[config.mk]
export PLATFORM = sky130hd
export DESIGN_NAME = spi_master
export DESIGN_NICKNAME = d
export VERILOG_FILES = /design/src/rtl/spi_master.sv
export SDC_FILE = /design/constraint.sdc
export NUM_CORES = 1
export LEC_CHECK = 0
export CORE_MARGIN = 1
export CORE_UTILIZATION = 60
export CTS_BUF_LIST = sky130_fd_sc_hd__clkbuf_8
export DETAILED_ROUTE_END_ITERATION = 10
export PLACE_DENSITY = 0.95
export SLEW_MARGIN = 20
export SYNTH_ARGS = -nofsm -noshare
export SYNTH_HDL_FRONTEND = slang
export SYNTH_SLANG_ARGS = --single-unit
[constraint.sdc]
create_clock -name clk_i -period 3.9 [get_ports clk_i]
set_input_delay 0.78 -clock clk_i [delete_from_list [all_inputs] [get_ports clk_i]]
set_output_delay 0.78 -clock clk_i [all_outputs]
set_load 0.01 [all_outputs]
[src/rtl/spi_master.sv]
// SPI mode-0 master (CPOL=0, CPHA=0, MSB first).
// Bytes arrive through a one-entry skid buffer and are serialised onto
// sclk/mosi inside a cs_n frame. Each byte sampled on miso is returned as a
// one-cycle strobe. The buffer lets the next byte be loaded on the same edge
// that ends the current one, so consecutive bytes produce no sclk gap.
module spi_master #(
  parameter int CLK_DIV  = 3,  // clk_i cycles per sclk half-period (>=2)
  parameter int CS_SETUP = 2,  // cycles from cs_n fall to start of first low half
  parameter int CS_HOLD  = 2   // cycles from last sclk fall to cs_n rise
) (
  input  logic       clk_i,
  input  logic       rst_n_i,
  input  logic       tx_byte_vld_i,
  input  logic [7:0] tx_byte_data_i,
  input  logic       tx_byte_last_i,
  output logic       tx_byte_rdy_o,
  output logic       spi_sclk_o,
  output logic       spi_mosi_o,
  output logic       spi_cs_n_o,
  input  logic       spi_miso_i,
  output logic       rx_byte_vld_o,
  output logic [7:0] rx_byte_data_o,
  output logic       busy_o
);

  // One counter serves as sclk divider in SHIFT and as wait timer in SETUP/HOLD.
  function automatic int max3(input int a, input int b, input int c);
    int m;
    m = (a > b) ? a : b;
    return (m > c) ? m : c;
  endfunction

  localparam int CNT_W = $clog2(max3(CLK_DIV, CS_SETUP, CS_HOLD) + 1);
  localparam logic [CNT_W-1:0] CNT_ZERO   = {CNT_W{1'b0}};
  localparam logic [CNT_W-1:0] CNT_ONE    = CNT_W'(1);
  localparam logic [CNT_W-1:0] DIV_LAST   = CNT_W'(CLK_DIV - 1);
  localparam logic [CNT_W-1:0] SETUP_LAST = CNT_W'(CS_SETUP - 1);
  localparam logic [CNT_W-1:0] HOLD_LAST  = CNT_W'(CS_HOLD - 1);

  typedef enum logic [2:0] {
    ST_IDLE  = 3'd0,
    ST_SETUP = 3'd1,
    ST_SHIFT = 3'd2,
    ST_STALL = 3'd3,
    ST_HOLD  = 3'd4
  } state_t;

  state_t           state_r;
  state_t           state_next_s;
  logic [CNT_W-1:0] cnt_r;
  logic [3:0]       bit_cnt_r;
  logic [7:0]       tx_shift_r;
  logic [7:0]       rx_shift_r;
  logic             cur_last_r;
  logic             buf_full_r;
  logic [7:0]       buf_data_r;
  logic             buf_last_r;
  logic             sclk_r;
  logic             mosi_r;
  logic             cs_n_r;
  logic             rx_vld_r;
  logic [7:0]       rx_data_r;
  logic             rdy_r;
  logic             busy_r;

  logic             tick_s;
  logic             load_s;
  logic             start_s;
  logic             rise_s;
  logic             fall_s;
  logic             byte_done_s;
  logic             hold_done_s;
  logic             fire_s;
  logic             buf_full_next_s;

  // Next-state and control strobes; a load always empties the buffer.
  always_comb begin
    state_next_s = state_r;
    tick_s       = 1'b0;
    load_s       = 1'b0;
    start_s      = 1'b0;
    rise_s       = 1'b0;
    fall_s       = 1'b0;
    byte_done_s  = 1'b0;
    hold_done_s  = 1'b0;
    case (state_r)
      ST_IDLE: begin
        if (buf_full_r) begin
          load_s       = 1'b1;
          start_s      = 1'b1;
          state_next_s = ST_SETUP;
        end else begin
          state_next_s = ST_IDLE;
        end
      end
      ST_SETUP: begin
        if (cnt_r == SETUP_LAST) begin
          state_next_s = ST_SHIFT;
        end else begin
          state_next_s = ST_SETUP;
        end
      end
      ST_SHIFT: begin
        tick_s = (cnt_r == DIV_LAST);
        if (tick_s && !sclk_r) begin
          rise_s = 1'b1;
        end else if (tick_s && sclk_r) begin
          fall_s = 1'b1;
          if (bit_cnt_r == 4'd8) begin
            byte_done_s = 1'b1;
            if (cur_last_r) begin
              state_next_s = ST_HOLD;
            end else if (buf_full_r) begin
              load_s       = 1'b1;
              state_next_s = ST_SHIFT;
            end else begin
              state_next_s = ST_STALL;
            end
          end else begin
            state_next_s = ST_SHIFT;
          end
        end else begin
          state_next_s = ST_SHIFT;
        end
      end
      ST_STALL: begin
        if (buf_full_r) begin
          load_s       = 1'b1;
          state_next_s = ST_SHIFT;
        end else begin
          state_next_s = ST_STALL;
        end
      end
      ST_HOLD: begin
        if (cnt_r == HOLD_LAST) begin
          hold_done_s  = 1'b1;
          state_next_s = ST_IDLE;
        end else begin
          state_next_s = ST_HOLD;
        end
      end
      default: begin
        state_next_s = ST_IDLE;
      end
    endcase
  end

  // Buffer accepts only when empty, so rdy is simply the inverse of full.
  always_comb begin
    fire_s          = tx_byte_vld_i && rdy_r;
    buf_full_next_s = (buf_full_r && !load_s) || fire_s;
  end

  // FSM state register.
  always_ff @(posedge clk_i or negedge rst_n_i) begin
    if (!rst_n_i) begin
      state_r <= ST_IDLE;
    end else begin
      state_r <= state_next_s;
    end
  end

  // Divider/wait counter: cleared on every state entry and on each sclk toggle.
  always_ff @(posedge clk_i or negedge rst_n_i) begin
    if (!rst_n_i) begin
      cnt_r <= CNT_ZERO;
    end else if (state_next_s != state_r) begin
      cnt_r <= CNT_ZERO;
    end else if (state_r == ST_SHIFT) begin
      cnt_r <= tick_s ? CNT_ZERO : (cnt_r + CNT_ONE);
    end else if ((state_r == ST_SETUP) || (state_r == ST_HOLD)) begin
      cnt_r <= cnt_r + CNT_ONE;
    end else begin
      cnt_r <= CNT_ZERO;
    end
  end

  // Skid buffer holding one {data,last} entry plus registered rdy/busy.
  always_ff @(posedge clk_i or negedge rst_n_i) begin
    if (!rst_n_i) begin
      buf_full_r <= 1'b0;
      buf_data_r <= 8'h00;
      buf_last_r <= 1'b0;
      rdy_r      <= 1'b1;
      busy_r     <= 1'b0;
    end else begin
      buf_full_r <= buf_full_next_s;
      if (fire_s) begin
        buf_data_r <= tx_byte_data_i;
        buf_last_r <= tx_byte_last_i;
      end else begin
        buf_data_r <= buf_data_r;
        buf_last_r <= buf_last_r;
      end
      rdy_r  <= !buf_full_next_s;
      busy_r <= (state_next_s != ST_IDLE) || buf_full_next_s;
    end
  end

  // Transmit path: load presents bit7 at once, later bits change on sclk falls.
  always_ff @(posedge clk_i or negedge rst_n_i) begin
    if (!rst_n_i) begin
      tx_shift_r <= 8'h00;
      mosi_r     <= 1'b0;
      cur_last_r <= 1'b0;
    end else if (load_s) begin
      tx_shift_r <= buf_data_r;
      mosi_r     <= buf_data_r[7];
      cur_last_r <= buf_last_r;
    end else if (fall_s && !byte_done_s) begin
      tx_shift_r <= {tx_shift_r[6:0], 1'b0};
      mosi_r     <= tx_shift_r[6];
    end else if (hold_done_s) begin
      mosi_r     <= 1'b0;
    end else begin
      tx_shift_r <= tx_shift_r;
      mosi_r     <= mosi_r;
    end
  end

  // sclk, cs_n and bit counter; cs_n only moves at frame start and end.
  always_ff @(posedge clk_i or negedge rst_n_i) begin
    if (!rst_n_i) begin
      sclk_r    <= 1'b0;
      cs_n_r    <= 1'b1;
      bit_cnt_r <= 4'd0;
    end else begin
      if (rise_s) begin
        sclk_r <= 1'b1;
      end else if (fall_s) begin
        sclk_r <= 1'b0;
      end else begin
        sclk_r <= sclk_r;
      end
      if (start_s) begin
        cs_n_r <= 1'b0;
      end else if (hold_done_s) begin
        cs_n_r <= 1'b1;
      end else begin
        cs_n_r <= cs_n_r;
      end
      if (load_s || byte_done_s) begin
        bit_cnt_r <= 4'd0;
      end else if (rise_s) begin
        bit_cnt_r <= bit_cnt_r + 4'd1;
      end else begin
        bit_cnt_r <= bit_cnt_r;
      end
    end
  end

  // Receive path: sample miso on rising sclk, publish on the byte's last fall.
  always_ff @(posedge clk_i or negedge rst_n_i) begin
    if (!rst_n_i) begin
      rx_shift_r <= 8'h00;
      rx_vld_r   <= 1'b0;
      rx_data_r  <= 8'h00;
    end else begin
      if (rise_s) begin
        rx_shift_r <= {rx_shift_r[6:0], spi_miso_i};
      end else begin
        rx_shift_r <= rx_shift_r;
      end
      rx_vld_r <= byte_done_s;
      if (byte_done_s) begin
        rx_data_r <= rx_shift_r;
      end else begin
        rx_data_r <= rx_data_r;
      end
    end
  end

  assign tx_byte_rdy_o  = rdy_r;
  assign spi_sclk_o     = sclk_r;
  assign spi_mosi_o     = mosi_r;
  assign spi_cs_n_o     = cs_n_r;
  assign rx_byte_vld_o  = rx_vld_r;
  assign rx_byte_data_o = rx_data_r;
  assign busy_o         = busy_r;

endmodule

Yosys cells after proc, flatten, opt, wreduce, memory -nomap -nowiden
Index checks and enable logic that the tools add are counted.
Word-level totals
  bits in registers: 49
  input bits: 13
  output and inout port bits: 14
  logic and storage cells: 90
Cells by class
  add/subtract/negate cells: 2
  equal/unequal tests: 8
  multiplexer cells: 43
  reduce and logical (&&, ||, !) cells: 21
Operators by type and width (number)
  $mux 1: 27
  $mux 3: 5
  $pmux 3 s5: 1
  $mux 7: 2
  $mux 2: 5
  $mux 4: 2
  $reduce_bool 2->1: 4
  $eq 3x2->1 const B: 2
  $reduce_bool 3->1: 2
  $logic_and 1x1->1: 5
  $add 4x1->4 const B: 1
  $eq 4x4->1 const B: 1
  $logic_not 1->1: 4
  $logic_or 1x1->1: 4
  $eq 3x1->1 const B: 1
  $eq 3x3->1 const B: 1
  $logic_not 3->1: 1
  $ne 3x3->1: 1
  $add 2x1->2 const B: 1
  $eq 2x1->1 const B: 1
  $eq 2x2->1 const B: 1
  $pmux 1 s2: 1
  $reduce_or 2->1: 1

Depth between registers and ports, before layout
  depth after elaboration: 10
  mapped depth: 8
  mapped depth without buffers: 6

Worst setup path after synthesis
No wires, ideal clock.
  kind: reg-to-reg
  start point: register cnt_r[0]
  end point: register mosi_r (netlist: spi_mosi_o)
  library setup time: 0.125 ns
  arrival time: 1.980 ns
  required time: 3.775 ns
  setup slack: 1.796 ns
  stages on the path, launching flop included: 8
  buffers on the path: 1
  period minus slack after synthesis: 2.104 ns
  cells stage by stage: dfrtp_1 > inv_1 > ha_1 > nand4bb_1 > clkbuf_1 > a211oi_2 > mux2_2 > mux2_2
On the way
  word-level cells in the longest chain between the ends: 9
  elaborated cells between the ends (all ways): 20
  classes of those cells: eq/ne (2); mux (13); reduce/logical (5)
RTL lines
  start, declared: line 50  | logic [CNT_W-1:0] cnt_r;
  start signal, assigned: line 170  | cnt_r <= tick_s ? CNT_ZERO : (cnt_r + CNT_ONE);
  start signal, assigned: line 172  | cnt_r <= cnt_r + CNT_ONE;
  $eq 2x2->1: line 104  | tick_s = (cnt_r == DIV_LAST);
  $logic_and 1x1->1: line 107  | end else if (tick_s && sclk_r) begin
  $mux 1: line 107
  $mux 1: line 105  | if (tick_s && !sclk_r) begin
  $mux 1: line 86  | case (state_r)
  $logic_not 1->1: line 210  | end else if (fall_s && !byte_done_s) begin
  $logic_and 1x1->1: line 210
  $mux 1: line 210
  $mux 1: line 206  | end else if (load_s) begin
  end signal, assigned: line 208  | mosi_r <= buf_data_r[7];
  end signal, assigned: line 212  | mosi_r <= tx_shift_r[6];
  end signal, assigned: line 217  | mosi_r <= mosi_r;
  end, declared: line 59  | logic mosi_r;
Parallel ways exist; a longest one is shown, timed or not.
A chain may end at the register's enable or synchronous reset.

Worst setup path after layout
  start point: register cnt_r[0]
  end point: register tx_shift_r[4]
On the way
  word-level cells in the longest chain between the ends: 8
  elaborated cells between the ends (all ways): 16
  classes of those cells: eq/ne (1); mux (10); reduce/logical (5)
RTL lines
  $eq 2x2->1 *: line 104
  $logic_and 1x1->1: line 107
  $mux 1: line 107
  $mux 1: line 105
  $mux 1: line 86
  $logic_not 1->1: line 210
  $logic_and 1x1->1: line 210
  $reduce_bool 2->1 (no source line)
  end signal, assigned: line 207  | tx_shift_r <= buf_data_r;
  end signal, assigned: line 211  | tx_shift_r <= {tx_shift_r[6:0], 1'b0};
  end signal, assigned: line 216  | tx_shift_r <= tx_shift_r;
  end, declared: line 52  | logic [7:0] tx_shift_r;
Mark *: on every way between the ends. The rest lies on a longest branch, timed or not.

==> qor.yml <==
status:
  status: "completed"
timing:
  period_needed_ns: 2.59
  fin_tns_setup_ns: 0
  tightest_slew_ns: 0.656
  slew_viol_final: 0
  finalHoldViolCount: 0
  rsz0062_at_grt: "false"
  setup_viol: 0
  final.setup_skew_ns: 0.0100
  finalCritPeriodShare: 0.663
  max_freq_mhz: 387
  max-slew-margin-rel: 0.560
critical_path:
  cp.arrival_ns: 2.76
  path_cells: "inv_1, ha_1, nand4bb_1, a211oi_2, a21oi_1, a221o_1"
  critical_path_class: "reg2reg"
  cp-start-kind: "flip-flop"
  critPathBufInv: 1
  crit_path_end_kind: "flip-flop"
  cp_slowest_cell: "a211oi_2"
  required_ns: 4.08
  worst-path-max-fanout: 9
  critical_path.top_delay_family: "compound AO/OA/AOI/OAI gates"
  max_stage_delay_ns: 0.65
floorplan:
  rows: 21
  die_y_um: 62.1
  dieArea_um2: 3860
  chipWidth_um: 62.1
  start_util: 0.640
  boundaryPins: 27
  design.core.area_um2: 3390
yosys:
  ys_top_cells_by_area: "dfrtp_1 (54%), mux2_2 (16%), dfstp_2 (2.4%)"
  synth_area_per_cell_um2: 12.6
  yosysWarnings: 0
  syn_nets: 189
  synth_common_cells: "dfrtp_1 (47), mux2_2 (31), inv_1 (10), nor2_1 (10), a21oi_1 (8)"
  post-synth-top-count-cell: "dfrtp_1"
  synthesis.area_um2: 2170
  synth_top_area_cell: "dfrtp_1"
  synth_ff_type: "dfrtp_1"
  ys_seq_area_frac: 0.567
  ys_types: 37
  syn-instance-count: 172
  synth-seq-cells: 49
  ys_async_sr_fraction: 1.00
  synth_top_area_frac: 0.542
  synth-edff-count: 0
finish:
  fin_area_um2: 2560
  drive_gt1_frac: 0.228
  antenna_cells: 0
  syn_to_final_growth_pct: 18.1
  fin_nets: 213
global_route:
  track_usage: 0.266
  antenna_found_initial: 0
  overflow: 0
  grt_pass1_vias: 1601
  grt_first_pass_wirelength_um: 7680
  grt_max_degree: 50
clock_tree:
  insertion_delay_ns: 0.31
  holdBufCountCts: 0
  cts_tree: "yes"
  clock-sinks: 49
  ctsLongestPathBuffers: 2
  cts_resized: 0
  numCtsBuffers: 5
  root_buffer: "clkbuf_8"
  postCtsSetupBuffers: 0
  path_clk_slew_ns: 0.09
  h-tree-depth: 2
routing:
  drt_iter0_markers: 91
  detail_route.first_pass.iterations: 4
  wl_um: 4510
  avgRoutedWirePerCell_um: 18.5
  vias_per_cell: 5.93
  final_antenna_net_count: 0
  drc_errors: 0
  vias: 1440
placement:
  finalWeightedCongestion: 0.790
  port_buffers: 26
  post-dp-hpwl_um: 2940
  post_dp_cell_area_um2: 2420
pwr:
  ir_drop_v: 0.000315
  power_leakage_nw: 1.12
  p_per_area_nw_per_um2: 416
run:
  max_cap_viol_count: 0
hold_path:
  hold_path.class: "in2async"
==> routing by layer <==
| layer | GRT usage | routed length (um) | up-vias |
|---|---|---|---|
| li1 | - | - | 647 |
| met1 | 0.301 | 1740 | 709 |
| met2 | 0.452 | 2330 | 58 |
| met3 | 0.0625 | 186 | 26 |
| met4 | 0.166 | 250 | 0 |
| met5 | 0 | 0 | - |
==> cells by family (layout without fill, tap and decap cells) <==
family,Yosys count,count (layout),synth area share
DFF,49,49,0.567
xor gates and xnor gates,5,5,0.0202
buffers and inverters,19,44,0.0438
adders and majority gates,4,4,0.0231
muxes,31,31,0.161
AOI/OAI and AO/OA,27,27,0.0923
and+or+nand+nor,37,37,0.0929
==> area by class of cell <==
cell class / count / area (um2)
clock buffer: 5 / 68.8
tap: 46 / 57.6
timing repair buffer: 26 / 258
inverter: 10 / 37.5
sequential: 49 / 1230
clock inverter: 3 / 65.1
fill: 198 / 830
multi-input combinational: 104 / 845
==> worst paths after layout <==
path | start | to | slack (ns) | depth (start not counted)
min | rst_n_i | bit_cnt_r[3] | 0.46 | 1
min reg2reg | cnt_r[0] | cnt_r[0] | 0.49 | 1
max in group asynchronous | rst_n_i | rx_shift_r[3] | 3.03 | 1
min in group clk_i | cnt_r[0] | cnt_r[0] | 0.49 | 1
max reg2reg | cnt_r[0] | tx_shift_r[4] | 1.31 | 6
max | cnt_r[0] | tx_shift_r[4] | 1.31 | 6
==> sequential cells by signal (all words and copies together) (netlist names), 2 cells and up <==
| signal | flops |
|---|---|
| rx_shift_r | 8 |
| buf_data_r | 8 |
| rx_byte_data_o | 8 |
| cnt_r | 2 |
| tx_shift_r | 7 |
| bit_cnt_r | 4 |
| state_r | 3 |
==> power by group <==
part | switching [mW] | total [mW] | internal (mW) | leakage (nW)
sequential | 0.0259 | 0.575 | 0.549 | 0.609
clock | 0.169 | 0.423 | 0.255 | 0.0681
combinational | 0.0246 | 0.0674 | 0.0428 | 0.440
==> through the flow <==
| step | hold slack [ns] | util | cells | total power [mW] | setup WS [ns] |
|---|---|---|---|---|---|
| global route | 0.511 | 0.755 | 243 | 1.10 | 1.21 |
| detailed placement | 0.474 | 0.715 | 235 | 0.652 | 1.44 |
| floorplan | 0.432 | - | 172 | 0.614 | 1.80 |
| global placement | 0.442 | 0.715 | 235 | 0.644 | 1.60 |
| finish | 0.459 | 0.755 | 243 | 1.07 | 1.31 |
| CTS | 0.490 | 0.755 | 243 | 1.07 | 1.39 |
==> placed cells by master (no fill, tap or decap), types with 2 or more instances in the layout <==
| cell | netlist | layout |
|---|---|---|
| inv_1 | 10 | 10 |
| and2_1 | 5 | 5 |
| o31ai_1 | 2 | 2 |
| nand2_1 | 7 | 7 |
| nor2b_1 | 4 | 4 |
| o21ai_0 | 2 | 2 |
| a21oi_1 | 8 | 8 |
| a221o_1 | 5 | 5 |
| dfrtp_1 | 47 | 47 |
| nor3b_1 | 2 | 2 |
| bufinv_16 | 0 | 2 |
| clkdlybuf4s50_1 | 0 | 25 |
| mux2_2 | 31 | 31 |
| clkbuf_8 | 0 | 5 |
| dfstp_2 | 2 | 2 |
| ha_1 | 4 | 4 |
| nor2_1 | 10 | 10 |
| a31oi_1 | 2 | 2 |
| nand3_1 | 2 | 2 |
| xnor2_1 | 4 | 4 |
Note: power is estimated with default switching activity, not from simulation.
